<file path="config.mk">
export PLATFORM = sky130hd
export DESIGN_NAME = spi_cs_sequencer
export DESIGN_NICKNAME = d
export VERILOG_FILES = /design/src/rtl/spi_pkg.sv /design/src/rtl/spi_tx_fifo.sv /design/src/rtl/spi_cs_sequencer.sv
export SDC_FILE = /design/constraint.sdc
export NUM_CORES = 1
export LEC_CHECK = 0
export CORE_ASPECT_RATIO = 0.75
export CORE_MARGIN = 8
export CORE_UTILIZATION = 50
export CTS_CLUSTER_DIAMETER = 120
export DETAILED_ROUTE_END_ITERATION = 12
export GPL_ROUTABILITY_DRIVEN = 1
export PLACE_DENSITY = 0.75
export SYNTH_ARGS = -nofsm -noshare
export SYNTH_HDL_FRONTEND = slang
export SYNTH_SLANG_ARGS = --single-unit
</file>
<file path="constraint.sdc">
create_clock -name i_Clk -period 2.65 [get_ports i_Clk]
set_clock_uncertainty 0.2 [all_clocks]
set_input_delay 0.795 -clock i_Clk [delete_from_list [all_inputs] [get_ports i_Clk]]
set_output_delay 0.795 -clock i_Clk [all_outputs]
set_load 0.05 [all_outputs]
</file>
<file path="src/rtl/spi_pkg.sv">
// Shared definitions for the SPI chip-select sequencer and its neighbours:
// state encoding and default chip-select timing.
package spi_pkg;

   localparam logic [2:0] ST_IDLE    = 3'd0;
   localparam logic [2:0] ST_LEAD    = 3'd1;
   localparam logic [2:0] ST_SEND    = 3'd2;
   localparam logic [2:0] ST_WAIT_RX = 3'd3;
   localparam logic [2:0] ST_TRAIL   = 3'd4;
   localparam logic [2:0] ST_GAP     = 3'd5;

   typedef enum logic [2:0] {
      IDLE    = ST_IDLE,
      LEAD    = ST_LEAD,
      SEND    = ST_SEND,
      WAIT_RX = ST_WAIT_RX,
      TRAIL   = ST_TRAIL,
      GAP     = ST_GAP
   } state_t;

   localparam int CS_LEAD_CLKS_DEF = 2;
   localparam int CS_IDLE_CLKS_DEF = 4;

   function automatic int max_int(input int a, input int b);
      return (a > b) ? a : b;
   endfunction

endpackage

</file>
<file path="src/rtl/spi_tx_fifo.sv">
// Circular TX byte buffer. A push while full is only taken when a pop
// frees a slot in the same cycle.
module spi_tx_fifo #(
   parameter int DEPTH = 8,
   parameter int WIDTH = 8
) (
   input  logic             clk,
   input  logic             rst,
   input  logic             push,
   input  logic [WIDTH-1:0] wr_data,
   input  logic             pop,
   output logic [WIDTH-1:0] rd_data,
   output logic             full,
   output logic             empty
);

   localparam int PW = $clog2(DEPTH);

   logic [WIDTH-1:0] mem [DEPTH];
   logic [PW-1:0]    wr_ptr;
   logic [PW-1:0]    rd_ptr;
   logic [PW:0]      count;
   logic             push_ok;
   logic             pop_ok;

   assign full    = (count == (PW+1)'(DEPTH));
   assign empty   = (count == '0);
   assign pop_ok  = pop && !empty;
   assign push_ok = push && (!full || pop_ok);
   assign rd_data = mem[rd_ptr];

   always_ff @(posedge clk) begin
      if (push_ok) mem[wr_ptr] <= wr_data;
   end

   // Pointers are PW bits wide, so they wrap modulo DEPTH on their own.
   always_ff @(posedge clk or posedge rst) begin
      if (rst) begin
         wr_ptr <= '0;
         rd_ptr <= '0;
         count  <= '0;
      end else begin
         if (push_ok) wr_ptr <= wr_ptr + PW'(1);
         if (pop_ok)  rd_ptr <= rd_ptr + PW'(1);
         if (push_ok && !pop_ok)      count <= count + (PW+1)'(1);
         else if (pop_ok && !push_ok) count <= count - (PW+1)'(1);
      end
   end

endmodule

</file>
<file path="src/rtl/spi_cs_sequencer.sv">
// Frames multi-byte SPI transfers with an active-low chip select and feeds
// queued TX bytes one at a time to a single-byte SPI master.
//
// state   | meaning
// IDLE    | CS high, waiting for a Start with a non-zero count
// LEAD    | CS low, settling before the first byte
// SEND    | waiting for a queued byte and a ready master, then launching it
// WAIT_RX | byte in flight, waiting for the master's RX valid
// TRAIL   | last byte done, CS still low for the hold time
// GAP     | CS high, enforcing the minimum idle time before Done
module spi_cs_sequencer
   import spi_pkg::*;
#(
   parameter  int FIFO_DEPTH   = 8,
   parameter  int MAX_BYTES    = 16,
   parameter  int CS_LEAD_CLKS = CS_LEAD_CLKS_DEF,
   parameter  int CS_IDLE_CLKS = CS_IDLE_CLKS_DEF,
   localparam int CW           = $clog2(MAX_BYTES+1)
) (
   input  logic          i_Clk,
   input  logic          i_Rst,
   input  logic [7:0]    i_TX_Byte,
   input  logic          i_TX_DV,
   output logic          o_TX_Full,
   input  logic          i_Start,
   input  logic [CW-1:0] i_Count,
   output logic          o_Busy,
   output logic          o_Done,
   output logic [7:0]    o_RX_Byte,
   output logic          o_RX_DV,
   output logic          o_SPI_CS_n,
   output logic [7:0]    o_M_TX_Byte,
   output logic          o_M_TX_DV,
   input  logic          i_M_TX_Ready,
   input  logic          i_M_RX_DV,
   input  logic [7:0]    i_M_RX_Byte
);

   localparam int TMAX = max_int(CS_LEAD_CLKS, CS_IDLE_CLKS);
   localparam int TW   = (TMAX < 2) ? 1 : $clog2(TMAX);
   localparam logic [TW-1:0] LEAD_LOAD = TW'(CS_LEAD_CLKS - 1);
   localparam logic [TW-1:0] GAP_LOAD  = TW'(CS_IDLE_CLKS - 1);

   state_t        state, state_nxt;
   logic          cs_n, cs_n_nxt;
   logic          busy, busy_nxt;
   logic          done, done_nxt;
   logic          m_dv, m_dv_nxt;
   logic          rx_dv, rx_dv_nxt;
   logic [7:0]    m_byte, m_byte_nxt;
   logic [7:0]    rx_byte, rx_byte_nxt;
   logic [TW-1:0] timer, timer_nxt;
   logic [CW-1:0] remaining, rem_nxt;
   logic [CW-1:0] count_sat;
   logic [CW-1:0] rem_dec;
   logic          pop;
   logic          fifo_empty;
   logic [7:0]    fifo_head;

   spi_tx_fifo #(.DEPTH(FIFO_DEPTH), .WIDTH(8)) u_fifo (
      .clk     (i_Clk),
      .rst     (i_Rst),
      .push    (i_TX_DV),
      .wr_data (i_TX_Byte),
      .pop     (pop),
      .rd_data (fifo_head),
      .full    (o_TX_Full),
      .empty   (fifo_empty)
   );

   assign count_sat = (i_Count > CW'(MAX_BYTES)) ? CW'(MAX_BYTES) : i_Count;
   assign rem_dec   = remaining - CW'(1);

   always_ff @(posedge i_Clk or posedge i_Rst) begin
      if (i_Rst) begin
         state     <= IDLE;
         cs_n      <= 1'b1;
         busy      <= 1'b0;
         done      <= 1'b0;
         m_dv      <= 1'b0;
         rx_dv     <= 1'b0;
         m_byte    <= '0;
         rx_byte   <= '0;
         timer     <= '0;
         remaining <= '0;
      end else begin
         state     <= state_nxt;
         cs_n      <= cs_n_nxt;
         busy      <= busy_nxt;
         done      <= done_nxt;
         m_dv      <= m_dv_nxt;
         rx_dv     <= rx_dv_nxt;
         m_byte    <= m_byte_nxt;
         rx_byte   <= rx_byte_nxt;
         timer     <= timer_nxt;
         remaining <= rem_nxt;
      end
   end

   always_comb begin
      state_nxt   = state;
      cs_n_nxt    = cs_n;
      busy_nxt    = busy;
      done_nxt    = 1'b0;
      m_dv_nxt    = 1'b0;
      rx_dv_nxt   = 1'b0;
      m_byte_nxt  = m_byte;
      rx_byte_nxt = rx_byte;
      timer_nxt   = timer;
      rem_nxt     = remaining;
      pop         = 1'b0;
      case (state)
         IDLE: begin
            if (i_Start && (i_Count != '0)) begin
               rem_nxt   = count_sat;
               cs_n_nxt  = 1'b0;
               busy_nxt  = 1'b1;
               timer_nxt = LEAD_LOAD;
               state_nxt = LEAD;
            end
         end
         LEAD: begin
            if (timer == '0) state_nxt = SEND;
            else             timer_nxt = timer - TW'(1);
         end
         SEND: begin
            // An empty FIFO simply stretches the frame until a byte arrives.
            if (!fifo_empty && i_M_TX_Ready) begin
               pop        = 1'b1;
               m_byte_nxt = fifo_head;
               m_dv_nxt   = 1'b1;
               state_nxt  = WAIT_RX;
            end
         end
         WAIT_RX: begin
            if (i_M_RX_DV) begin
               rx_byte_nxt = i_M_RX_Byte;
               rx_dv_nxt   = 1'b1;
               rem_nxt     = rem_dec;
               if (rem_dec == '0) begin
                  timer_nxt = LEAD_LOAD;
                  state_nxt = TRAIL;
               end else begin
                  state_nxt = SEND;
               end
            end
         end
         TRAIL: begin
            if (timer == '0) begin
               cs_n_nxt  = 1'b1;
               timer_nxt = GAP_LOAD;
               state_nxt = GAP;
            end else begin
               timer_nxt = timer - TW'(1);
            end
         end
         GAP: begin
            if (timer == '0) begin
               done_nxt  = 1'b1;
               busy_nxt  = 1'b0;
               state_nxt = IDLE;
            end else begin
               timer_nxt = timer - TW'(1);
            end
         end
         default: state_nxt = IDLE;
      endcase
   end

   assign o_SPI_CS_n  = cs_n;
   assign o_Busy      = busy;
   assign o_Done      = done;
   assign o_M_TX_DV   = m_dv;
   assign o_M_TX_Byte = m_byte;
   assign o_RX_DV     = rx_dv;
   assign o_RX_Byte   = rx_byte;

endmodule
</file>
==> results_dict.tcl <==
set metrics [dict create \
    hold_buffers 0 \
    grt_overflow 0 \
    hp-class "register to register" \
    track_usage 0.1451 \
    rsz0062_at_grt "no" \
    finalMaxSlewViolations 0 \
    timing.rr.start "u_fifo.count[1]" \
    whs_ps 273.2 \
    synth.distinct_cells 51 \
    setup_viol 0 \
    cts_buffers 9 \
    wl_mm 8.576 \
    dp_hpwl_mm 6.060 \
    placedInstanceArea_sq_mm 0.005353 \
    die_x_um 125.3 \
    ys_seq_area_frac 0.6586 \
    timing.fmax_ghz 0.3955 \
    grt_pass1_vias 2748 \
    startpoint "i_TX_DV" \
    syn_avg_cell_area_sq_um 14.49 \
    worstHoldStart "o_RX_Byte[2]" \
    path_class "input port to register" \
    postSynthCellCount 309 \
    slew_headroom 0.4826 \
    antenna_found_initial 0 \
    synth_edf_count 64 \
    fin_crit_sh 0.9542 \
    pre_cts_slack_ps -430.9 \
    clock_tree.root_cell "clkbuf_16" \
    setup_ws_ps 121.5 \
    ant_nets 0 \
    die-area_sq_mm 0.01227 \
    ys.flop_type "edfxtp_1" \
    drc 0 \
    finalHoldViolations 0 \
    leakage_nw 2.174 \
    drt_iter0_markers 168 \
    required_ps 2710 \
    grt_max_degree 42 \
    synthArstFlopShare 0.3905 \
    rows 30 \
    core_area_sq_mm 0.008859 \
    cts_max_level 3 \
    p_per_area_mw_per_mm2 1147 \
    post-route-util 0.6394 \
    cp_slowest_cell "clkdlybuf4s50_1" \
    cts_max_path_buffers 2 \
    start_util 0.5055 \
    insertion_delay_ps 340 \
    stdcell_area_sq_mm 0.005664 \
    syn_to_final_growth_pct 26.49 \
    n_antenna_cell 0 \
    status "finished, final reports clean" \
    die_h_um 97.96 \
    io_pins 49 \
    routedWlPerCell_um 16.92 \
    setup_tns_ps 0 \
    port_buffers 48 \
    ir_drop_mv 0.5602 \
    cts.clk_slew.worst_paths_ps 70 \
    crit_path_start_kind "input port" \
    vias_per_cell 5.469 \
    vias 2773 \
    nets 426 \
    drive_above_1_share 0.2228 \
    crit_chain "clkdlybuf4s50_1, a21boi_2, ha_2, inv_4, ha_4, a21o_1, a21oi_2, mux2i_1, xnor2_1" \
    worst-r2r-setup-slack_ps 250 \
    clkSinkCount 105 \
    grt_first_pass_wirelength_mm 14.01 \
    synth.cell_area_sq_mm 0.004478 \
    fin_crit_ps 2529 \
    ys_warn_count 0 \
    drv_cap 0 \
    crit_path_end_kind "register" \
    arrival_ps 2590 \
    dr.pass1.iters 4 \
    synth_fp_nets 345 \
    synth_seq_cells 105 \
    cp_max_fo 4 \
    cts_tree "yes" \
    place_congestion 0.7899 \
    worstMarginPinSlew_ps 776.0 \
    cp_slowest_stage_delay_ps 470 \
]
-- worst max-delay path: cells and delay by family --
family	cells	cell delay, ps
AOI/OAI and AO/OA	3	490
xor gates and xnor gates	1	140
adders and majority gates	2	430
buffers and inverters	2	530
muxes	1	220
-- flip-flops by register name, summed over array words and instances (netlist names), 2 cells and up --
name	flops
o_M_TX_Byte	8
u_fifo.rd_ptr	3
u_fifo.count	4
u_fifo.mem	64
remaining	5
timer	2
o_RX_Byte	8
state	3
u_fifo.wr_ptr	3
-- cell families (layout without fill, tap and decap cells) --
kind of cell	Yosys count	count (layout)	share of synthesized area
DFF	105	105	0.6586
and+or+nand+nor	87	87	0.09835
AOI/OAI and AO/OA	47	47	0.07069
muxes	28	28	0.1081
buffers and inverters	26	112	0.02375
adders and majority gates	9	9	0.02682
xor gates and xnor gates	7	7	0.01369
-- metal layers --
metal	up-vias	share of wire	wire length, um	global-route usage
li1	1317	-	-	-
met1	1388	0.48	4151	0.1886
met2	57	0.47	4009	0.2295
met3	11	0.036	312	0.04083
met4	0	0.012	102	0.05037
met5	-	0	0	0
-- worst paths after layout --
check                                   to  cells after the start
setup / recovery           u_fifo.count[3]                      9
hold / removal                o_RX_Byte[2]                      2
setup reg to reg           u_fifo.count[3]                     10
hold reg to reg               o_RX_Byte[2]                      2
max in group asynchronous       o_SPI_CS_n                      3
min in group asynchronous   o_M_TX_Byte[3]                      3
-- where the power goes --
| group | internal (W) | switching (W) |
|---|---|---|
| Combinational | 0.00124 | 0.00147 |
| Clock | 0.000674 | 0.000574 |
| Sequential | 0.00218 | 0.000361 |
| Total | 0.00409 | 0.00241 |
-- layout by cell type (no fill, tap or decap), types with 9 or more instances in the layout --
cell             instances
dfrtp_1                 39
mux2i_1                  9
edfxtp_1                64
nand2_1                 33
mux4_2                  16
clkbuf_16                9
a21oi_1                 19
buf_4                   35
clkdlybuf4s50_1         45
inv_1                   10
nor2_1                  22
-- per-stage QoR --
stage	total power, W	std cells
2_1_floorplan	0.004405	309
3_3_place_gp	0.005176	488
3_5_place_dp	0.005265	488
4_1_cts	0.006560	507
5_1_grt	0.006884	507
6_report	0.006496	507
-- synth_stat cells, types with 6 or more instances --
cell      instances  area [sq um]
dfrtp_1          40          1001
mux4_2           16         360.4
a21oi_1          20         100.1
nand2_1          33         123.9
mux2i_1           9         90.09
o21ai_0           6         30.03
nor3b_1           6         45.04
ha_1              8         100.1
clkbuf_1          6         22.52
edfxtp_1         64          1922
nor2_1           23         86.33
inv_1            12         45.04
-- final cells by class --
class	count	area, sq um
clock inverters	6	48.80
fillers	635	3194
inverters	13	51.30
well taps	112	140.1
repair buffers	83	762.0
clock buffers	10	239.0
flip-flops and latches	105	2950
multi-input cells	178	1473
-- what timing repair did --
item / in CTS / in global routing
resized for setup: 2 / 0
buffers inserted: 3 / 0
setup endpoints to repair: 1 / 0
Note: power is estimated with default switching activity, not from simulation.
